<file path="src/rtl/gc_frame_seq_pkg.sv">
// Shared constants and types for the Gray-stage frame sequencer.
// Latency: n/a (declarations only).
// Backpressure: n/a.
package gc_frame_seq_pkg;

  // Decoder default configuration: 1023-beat codewords, 10-bit beat index.
  localparam int GC_CW_LEN = 1023;
  localparam int GC_CNT_W  = 10;

  // Sticky error flag bit positions in out_err.
  localparam int ERR_OVR  = 0;  // start flag seen while a frame is running
  localparam int ERR_ORPH = 1;  // beat seen outside a frame without start

  typedef enum logic {
    ST_IDLE = 1'b0,
    ST_RUN  = 1'b1
  } state_e;

endpackage

</file>
<file path="src/rtl/gc_frame_seq_if.sv">
// Beat input / frame-marker output bundle between a beat source and the sequencer.
// Latency: n/a (wires only).
// Backpressure: none; beats are always accepted when in_ctr_en is high.
interface gc_frame_seq_if #(
  parameter int CNT_W = 10
);
  logic             in_ctr_init;
  logic             in_ctr_en;
  logic             in_ctr_start;
  logic             out_vld;
  logic [CNT_W-1:0] out_idx;
  logic             out_first;
  logic             out_last;
  logic             out_busy;
  logic             out_gc_en;
  logic             out_gc_init;
  logic [1:0]       out_err;

  // Beat source side.
  modport master (
    output in_ctr_init, in_ctr_en, in_ctr_start,
    input  out_vld, out_idx, out_first, out_last, out_busy,
           out_gc_en, out_gc_init, out_err
  );

  // Sequencer side.
  modport slave (
    input  in_ctr_init, in_ctr_en, in_ctr_start,
    output out_vld, out_idx, out_first, out_last, out_busy,
           out_gc_en, out_gc_init, out_err
  );
endinterface

</file>
<file path="src/rtl/gc_frame_seq_frame_beat_cnt.sv">
// Mod-CW_LEN beat counter with sync clear, load-1 and enable; tc flags CW_LEN-1.
// Latency: cnt updates on the clock edge after clr/load1/en.
// Backpressure: none; holds when no control is asserted.
module frame_beat_cnt #(
  parameter int CW_LEN = 1023,
  parameter int CNT_W  = 10
) (
  input  logic             clk,
  input  logic             rst,
  input  logic             clr,
  input  logic             load1,
  input  logic             en,
  output logic [CNT_W-1:0] cnt,
  output logic             tc
);

  logic [CNT_W-1:0] cnt_q;
  logic [CNT_W-1:0] cnt_d;

  // Terminal count is CW_LEN-1, not the natural 2^CNT_W rollover.
  assign tc  = (cnt_q == CNT_W'(CW_LEN - 1));
  assign cnt = cnt_q;

  // Next count: clear beats load-1 beats increment.
  always_comb begin
    cnt_d = cnt_q;
    if (clr) begin
      cnt_d = '0;
    end else if (load1) begin
      cnt_d = CNT_W'(1);
    end else if (en) begin
      cnt_d = tc ? '0 : cnt_q + CNT_W'(1);
    end
  end

  // Count register with synchronous reset.
  always_ff @(posedge clk) begin
    if (rst) cnt_q <= '0;
    else     cnt_q <= cnt_d;
  end

endmodule

</file>
<file path="src/rtl/gc_frame_seq.sv">
// Frame sequencer: beat indexing, first/last flags, one Gray advance per codeword, framing errors.
// Latency: 1 cycle from accepted beat to out_vld/idx/first/last/gc_en; busy visible 1 cycle after transition.
// Backpressure: none; every beat with in_ctr_en is accepted or dropped (orphan) the same cycle.
module gc_frame_seq
  import gc_frame_seq_pkg::*;
#(
  parameter int CW_LEN = GC_CW_LEN,
  parameter int CNT_W  = GC_CNT_W
) (
  input  logic           clk,
  input  logic           in_ctr_Srst,
  gc_frame_seq_if.slave  bus
);

  state_e           state_q, state_d;
  logic             vld_q, vld_d;
  logic [CNT_W-1:0] idx_q, idx_d;
  logic             first_q, first_d;
  logic             last_q, last_d;
  logic             busy_q, busy_d;
  logic             gc_en_q, gc_en_d;
  logic             gc_init_q, gc_init_d;
  logic [1:0]       err_q, err_d;

  logic             cnt_clr, cnt_load1, cnt_inc;
  logic [CNT_W-1:0] cnt;
  logic             cnt_tc;

  frame_beat_cnt #(
    .CW_LEN (CW_LEN),
    .CNT_W  (CNT_W)
  ) u_cnt (
    .clk   (clk),
    .rst   (in_ctr_Srst),
    .clr   (cnt_clr),
    .load1 (cnt_load1),
    .en    (cnt_inc),
    .cnt   (cnt),
    .tc    (cnt_tc)
  );

  // Next state, counter controls and the registered output stage; init outranks beats.
  always_comb begin
    state_d   = state_q;
    vld_d     = 1'b0;
    idx_d     = idx_q;
    first_d   = 1'b0;
    last_d    = 1'b0;
    gc_en_d   = 1'b0;
    gc_init_d = 1'b0;
    err_d     = err_q;
    cnt_clr   = 1'b0;
    cnt_load1 = 1'b0;
    cnt_inc   = 1'b0;

    if (bus.in_ctr_init) begin
      state_d   = ST_IDLE;
      cnt_clr   = 1'b1;
      err_d     = '0;
      gc_init_d = 1'b1;
    end else if (bus.in_ctr_en) begin
      if (bus.in_ctr_start) begin
        // A start in RUN abandons the running frame without an advance pulse.
        if (state_q == ST_RUN) err_d[ERR_OVR] = 1'b1;
        state_d   = ST_RUN;
        cnt_load1 = 1'b1;
        vld_d     = 1'b1;
        idx_d     = '0;
        first_d   = 1'b1;
      end else if (state_q == ST_IDLE) begin
        err_d[ERR_ORPH] = 1'b1;
      end else begin
        cnt_inc = 1'b1;
        vld_d   = 1'b1;
        idx_d   = cnt;
        if (cnt_tc) begin
          last_d  = 1'b1;
          gc_en_d = 1'b1;
          state_d = ST_IDLE;
        end
      end
    end

    busy_d = (state_d == ST_RUN);
  end

  // Output and state registers with synchronous reset to all-zero.
  always_ff @(posedge clk) begin
    if (in_ctr_Srst) begin
      state_q   <= ST_IDLE;
      vld_q     <= 1'b0;
      idx_q     <= '0;
      first_q   <= 1'b0;
      last_q    <= 1'b0;
      busy_q    <= 1'b0;
      gc_en_q   <= 1'b0;
      gc_init_q <= 1'b0;
      err_q     <= '0;
    end else begin
      state_q   <= state_d;
      vld_q     <= vld_d;
      idx_q     <= idx_d;
      first_q   <= first_d;
      last_q    <= last_d;
      busy_q    <= busy_d;
      gc_en_q   <= gc_en_d;
      gc_init_q <= gc_init_d;
      err_q     <= err_d;
    end
  end

  assign bus.out_vld     = vld_q;
  assign bus.out_idx     = idx_q;
  assign bus.out_first   = first_q;
  assign bus.out_last    = last_q;
  assign bus.out_busy    = busy_q;
  assign bus.out_gc_en   = gc_en_q;
  assign bus.out_gc_init = gc_init_q;
  assign bus.out_err     = err_q;

endmodule

</file>
<file path="src/flat_wrapper.sv">
// flat-port wrapper written by rule: the top's interface ports become plain ports
module gc_frame_seq_flat import gc_frame_seq_pkg::*;
#(
  parameter int CW_LEN = GC_CW_LEN,
  parameter int CNT_W  = GC_CNT_W
)
  (clk, in_ctr_Srst, bus_in_ctr_init, bus_in_ctr_en, bus_in_ctr_start, bus_out_vld, bus_out_idx, bus_out_first, bus_out_last, bus_out_busy, bus_out_gc_en, bus_out_gc_init, bus_out_err);
  gc_frame_seq_if #(.CNT_W(CNT_W)) bus_i ();
  input  logic clk;
  input  logic in_ctr_Srst;
  input wire logic [$bits(bus_i.in_ctr_init)-1:0] bus_in_ctr_init;
  input wire logic [$bits(bus_i.in_ctr_en)-1:0] bus_in_ctr_en;
  input wire logic [$bits(bus_i.in_ctr_start)-1:0] bus_in_ctr_start;
  output wire logic [$bits(bus_i.out_vld)-1:0] bus_out_vld;
  output wire logic [$bits(bus_i.out_idx)-1:0] bus_out_idx;
  output wire logic [$bits(bus_i.out_first)-1:0] bus_out_first;
  output wire logic [$bits(bus_i.out_last)-1:0] bus_out_last;
  output wire logic [$bits(bus_i.out_busy)-1:0] bus_out_busy;
  output wire logic [$bits(bus_i.out_gc_en)-1:0] bus_out_gc_en;
  output wire logic [$bits(bus_i.out_gc_init)-1:0] bus_out_gc_init;
  output wire logic [$bits(bus_i.out_err)-1:0] bus_out_err;
  assign bus_i.in_ctr_init = bus_in_ctr_init;
  assign bus_i.in_ctr_en = bus_in_ctr_en;
  assign bus_i.in_ctr_start = bus_in_ctr_start;
  assign bus_out_vld = bus_i.out_vld;
  assign bus_out_idx = bus_i.out_idx;
  assign bus_out_first = bus_i.out_first;
  assign bus_out_last = bus_i.out_last;
  assign bus_out_busy = bus_i.out_busy;
  assign bus_out_gc_en = bus_i.out_gc_en;
  assign bus_out_gc_init = bus_i.out_gc_init;
  assign bus_out_err = bus_i.out_err;
  gc_frame_seq #(.CW_LEN(CW_LEN), .CNT_W(CNT_W)) u_core (.clk(clk), .in_ctr_Srst(in_ctr_Srst), .bus(bus_i));
endmodule
</file>
<file path="config.mk">
export PLATFORM = sky130hd
export DESIGN_NAME = gc_frame_seq_flat
export DESIGN_NICKNAME = d
export VERILOG_FILES = /design/src/rtl/gc_frame_seq_pkg.sv /design/src/rtl/gc_frame_seq_if.sv /design/src/rtl/gc_frame_seq_frame_beat_cnt.sv /design/src/rtl/gc_frame_seq.sv /design/src/flat_wrapper.sv
export SDC_FILE = /design/constraint.sdc
export NUM_CORES = 1
export LEC_CHECK = 0
export BUFFER_PORTS_ARGS = -buffer_cell sky130_fd_sc_hd__buf_2
export CAP_MARGIN = 20
export CORE_ASPECT_RATIO = 1.1
export CORE_MARGIN = 2
export CORE_UTILIZATION = 31
export DETAILED_ROUTE_END_ITERATION = 10
export MAX_ROUTING_LAYER = met4
export PLACE_DENSITY = 0.52
export REMOVE_ABC_BUFFERS = 1
export SLEW_MARGIN = 15
export SYNTH_ARGS = -nofsm -noshare
export SYNTH_HDL_FRONTEND = slang
export SYNTH_SLANG_ARGS = --single-unit
</file>
<file path="constraint.sdc">
create_clock -name clk -period 1.32 [get_ports clk]
set_clock_uncertainty 0.2 [all_clocks]
set_input_delay 0.132 -clock clk [delete_from_list [all_inputs] [get_ports clk]]
set_output_delay 0.132 -clock clk [all_outputs]
set_load 0.02 [all_outputs]
</file>
==> metrics.yaml <==
grt:
  grt_overflow_total: 0
  grt_use_met1_pct: 15.5
  grt.busiest_layer: "met2"
  number_of_global_route_vias_before_repair: 920
  grt_pass1_wl_um: 4460
  total_track_usage_pct: 14.2
  number_of_antenna_violations_at_the_first_check_in_global_routing: 0
  grt.met2_usage_pct: 26.9
  maximum_number_of_pins_on_one_net_before_global_route_repair: 15
  grtUsageMet3_pct: 1.97
timing:
  finalCriticalPeriod_ns: 1.45
  rsz0062_at_grt: "true"
  final.hold.worst_slack_ns: 0.0743
  fmaxAchievable_mhz: 689
  tightestPinTransition_ns: 0.263
  fin_hold_viols: 0
  setup_violations: 21
  layout_worst_path_cycle_share_pct: 110
  slew_viol_final: 0
  timing.slew.headroom_pct: 82.5
  timing.final.ws_setup_ns: -0.132
cells_and_area:
  fillers: 370
  instances_no_fill: 213
  diodes: 0
  final_layout_size_suffix_gt1_share_pct: 51.5
  final_nets: 171
  final_cell_area_mm2: 0.00163
  layout.cells.most_common_list: "25 x sky130_fd_sc_hd__buf_4, 24 x sky130_fd_sc_hd__nor2_1, 24 x sky130_fd_sc_hd__dfxtp_1"
  syn2layout_area_growth_pct: 40.0
  layout.cells.most_common: "sky130_fd_sc_hd__buf_4"
die:
  floorplan.io_pins: 23
  fp.dieW_um: 62.4
  die_area_mm2: 0.00426
  die_h_um: 68.3
  placeableCoreArea_mm2: 0.00363
  floorplan.initialDensity_pct: 32.1
  row_count: 23
placement:
  detailed_place_hpwl_um: 1860
  dpl-instance-area_mm2: 0.00145
  gp_congestion: 0.726
  dp.cells: 201
  portBuffers: 22
worst_setup_path:
  required_ns: 1.28
  worst_setup_start_kind: "register"
  worstSetupEndpointType: "register"
  criticalPathCategory: "reg -> reg"
  cp.arrival_ns: 1.41
  worst-path-max-fanout: 4
power:
  power_density_mw_per_mm2: 869
  comb_power_share_pct: 8.9
  switching_fraction_pct: 23.0
  p_seq_share_pct: 58.2
  power_leakage_uw: 0.000669
  clockPowerShare_pct: 32.9
  power_switching_uw: 325
  p_int_uw: 1090
  power.ir.vdd_worst_mv: 0.423
cts:
  insertion_delay_ns: 0.27
  cts_root_buffer: "sky130_fd_sc_hd__clkbuf_8"
  total_number_of_h_tree_levels: 1
  path_clk_slew_ns: 0.09
  tritoncts: "yes"
  clock_sink_count: 27
  cts_made_buffers: 3
  clock_buffer_depth: 2
detailed_routing:
  drtIter0Drc: 16
  drc_errors: 0
  final_antenna_net_count: 0
  drt_wl_total_um: 2970
  drt_pass1_iterations: 4
  route.detailed.vias_per_inst: 4.66
  wl_per_cell_um: 13.9
  route.vias.total: 993
yosys:
  synthesis.yosys.warnings: 0
  syn-cell-area_mm2: 0.00116
  seq_area_frac_synth_pct: 46.5
  yosysUniqueCellTypes: 34
  syn_avg_cell_area_um2: 10.2
  async_reset_ff_share_pct: 0
  yosys_most_used_dff: "sky130_fd_sc_hd__dfxtp_1"
  syn_inst_count: 114
  ys_seq_elements: 27
  synth_enable_flop_cells: 0
hold_path:
  min_path_type: "in -> reg"
run:
  count_of_maximum_capacitance_violations: 0
outcome:
  violated_checks: "negative setup slack"
  status: "finished, violations left"
synthesized netlist by cell type (2+ instances only):
| master | count | area (um2) |
|---|---|---|
| sky130_fd_sc_hd__nor2_2 | 3 | 18.8 |
| sky130_fd_sc_hd__nor2_1 | 24 | 90.1 |
| sky130_fd_sc_hd__dfxtp_1 | 27 | 541 |
| sky130_fd_sc_hd__buf_4 | 4 | 30.0 |
| sky130_fd_sc_hd__nand3_1 | 3 | 15.0 |
| sky130_fd_sc_hd__nand2_1 | 2 | 7.51 |
| sky130_fd_sc_hd__a22oi_2 | 9 | 113 |
| sky130_fd_sc_hd__nand4_1 | 5 | 31.3 |
| sky130_fd_sc_hd__and3_1 | 3 | 18.8 |
| sky130_fd_sc_hd__buf_6 | 2 | 22.5 |
| sky130_fd_sc_hd__ha_1 | 2 | 25.0 |
| sky130_fd_sc_hd__xor2_1 | 8 | 70.1 |
layout make-up:
cell class / instances / area, um2 / share of cell area (%)
Sequential cell: 27 / 547 / 33.6
Clock buffer: 4 / 45.0 / 2.76
Tap cell: 50 / 62.6 / 3.84
Inverter: 1 / 3.75 / 0.230
Multi-Input combinational cell: 82 / 652 / 40.0
Timing Repair Buffer: 49 / 319 / 19.6
logic make-up (layout without fill, tap and decap cells):
family                   after synthesis  after routing  share of synthesized area [%]
buffers and inverters                  8             54                           5.16
flip-flops                            27             27                           46.5
adder cells (fa/ha/maj)                2              2                           2.15
AND/OR/NAND/NOR                       52             54                           24.7
XOR/XNOR                               8              8                           6.02
AO/OA/AOI/OAI                         17             18                           15.5
through the flow:
step                      power (uW)  TNS [ns]  utilization [%]  setup WS (ns)
after detailed placement         942     -3.09             39.9         -0.188
final                           1420     -1.84             44.9         -0.132
after global placement           940     -2.46             39.9         -0.139
after floorplan                  885     -4.52                -         -0.287
after CTS                       1420     -1.71             43.8         -0.129
after global routing            1460     -2.75             44.9         -0.194
per-layer routing:
layer | wire length (um) | up-vias | part of all wire (%)
li1 | - | 497 | -
met1 | 1250 | 484 | 42
met2 | 1630 | 10 | 55
met3 | 61 | 2 | 2.1
met4 | 26 | 0 | 0.88
met5 | 0 | - | 0
power by group through the flow:
| stage | sequential, uW | clock (uW) | combinational (uW) |
|---|---|---|---|
| 3_5_place_dp | 843 | 0 | 98.4 |
| 4_1_cts | 824 | 474 | 119 |
| 2_1_floorplan | 852 | 0 | 33.4 |
| 3_3_place_gp | 843 | 0 | 96.8 |
| 5_1_grt | 825 | 503 | 135 |
| 6_report | 824 | 466 | 126 |
path summary, 6_finish.rpt:
path                                            start                    end  slack, ns  depth (start not counted)
worst min-delay path                      in_ctr_Srst  u_core.bus.out_idx[8]       0.07                          3
worst max-delay path              u_core.u_cnt.cnt[0]    u_core.u_cnt.cnt[0]      -0.13                          6
worst min register to register  u_core.bus.out_err[0]  u_core.bus.out_err[0]       0.28                          2
worst max register to register    u_core.u_cnt.cnt[0]    u_core.u_cnt.cnt[0]      -0.13                          6
what timing repair did:
action	4_1_cts	5_1_grt
hold endpoints to repair	1	0
resized for setup	15	4
pin swaps	16	6
setup buffers	2	2
setup endpoints to repair	22	21
hold buffers	1	0
cloned	2	1
critical path, stage by stage, from the launching register on:
cell and delay [ns]:
sky130_fd_sc_hd__dfxtp_2 0.33, sky130_fd_sc_hd__inv_2 0.06, sky130_fd_sc_hd__ha_4 0.11, sky130_fd_sc_hd__and3_4 0.19
sky130_fd_sc_hd__nand3_4 0.12, sky130_fd_sc_hd__a221oi_2 0.25, sky130_fd_sc_hd__nor3_1 0.08
state kept, by name, indices dropped and copies added (netlist names):
| name | flops |
|---|---|
| u_core.bus.out_gc_init | 1 |
| u_core.bus.out_first | 1 |
| u_core.bus.out_err | 2 |
| u_core.u_cnt.cnt | 10 |
| u_core.state_q | 1 |
| u_core.bus.out_vld | 1 |
| u_core.bus.out_gc_en | 1 |
| u_core.bus.out_idx | 10 |
Power figures use the tool's default switching activity.
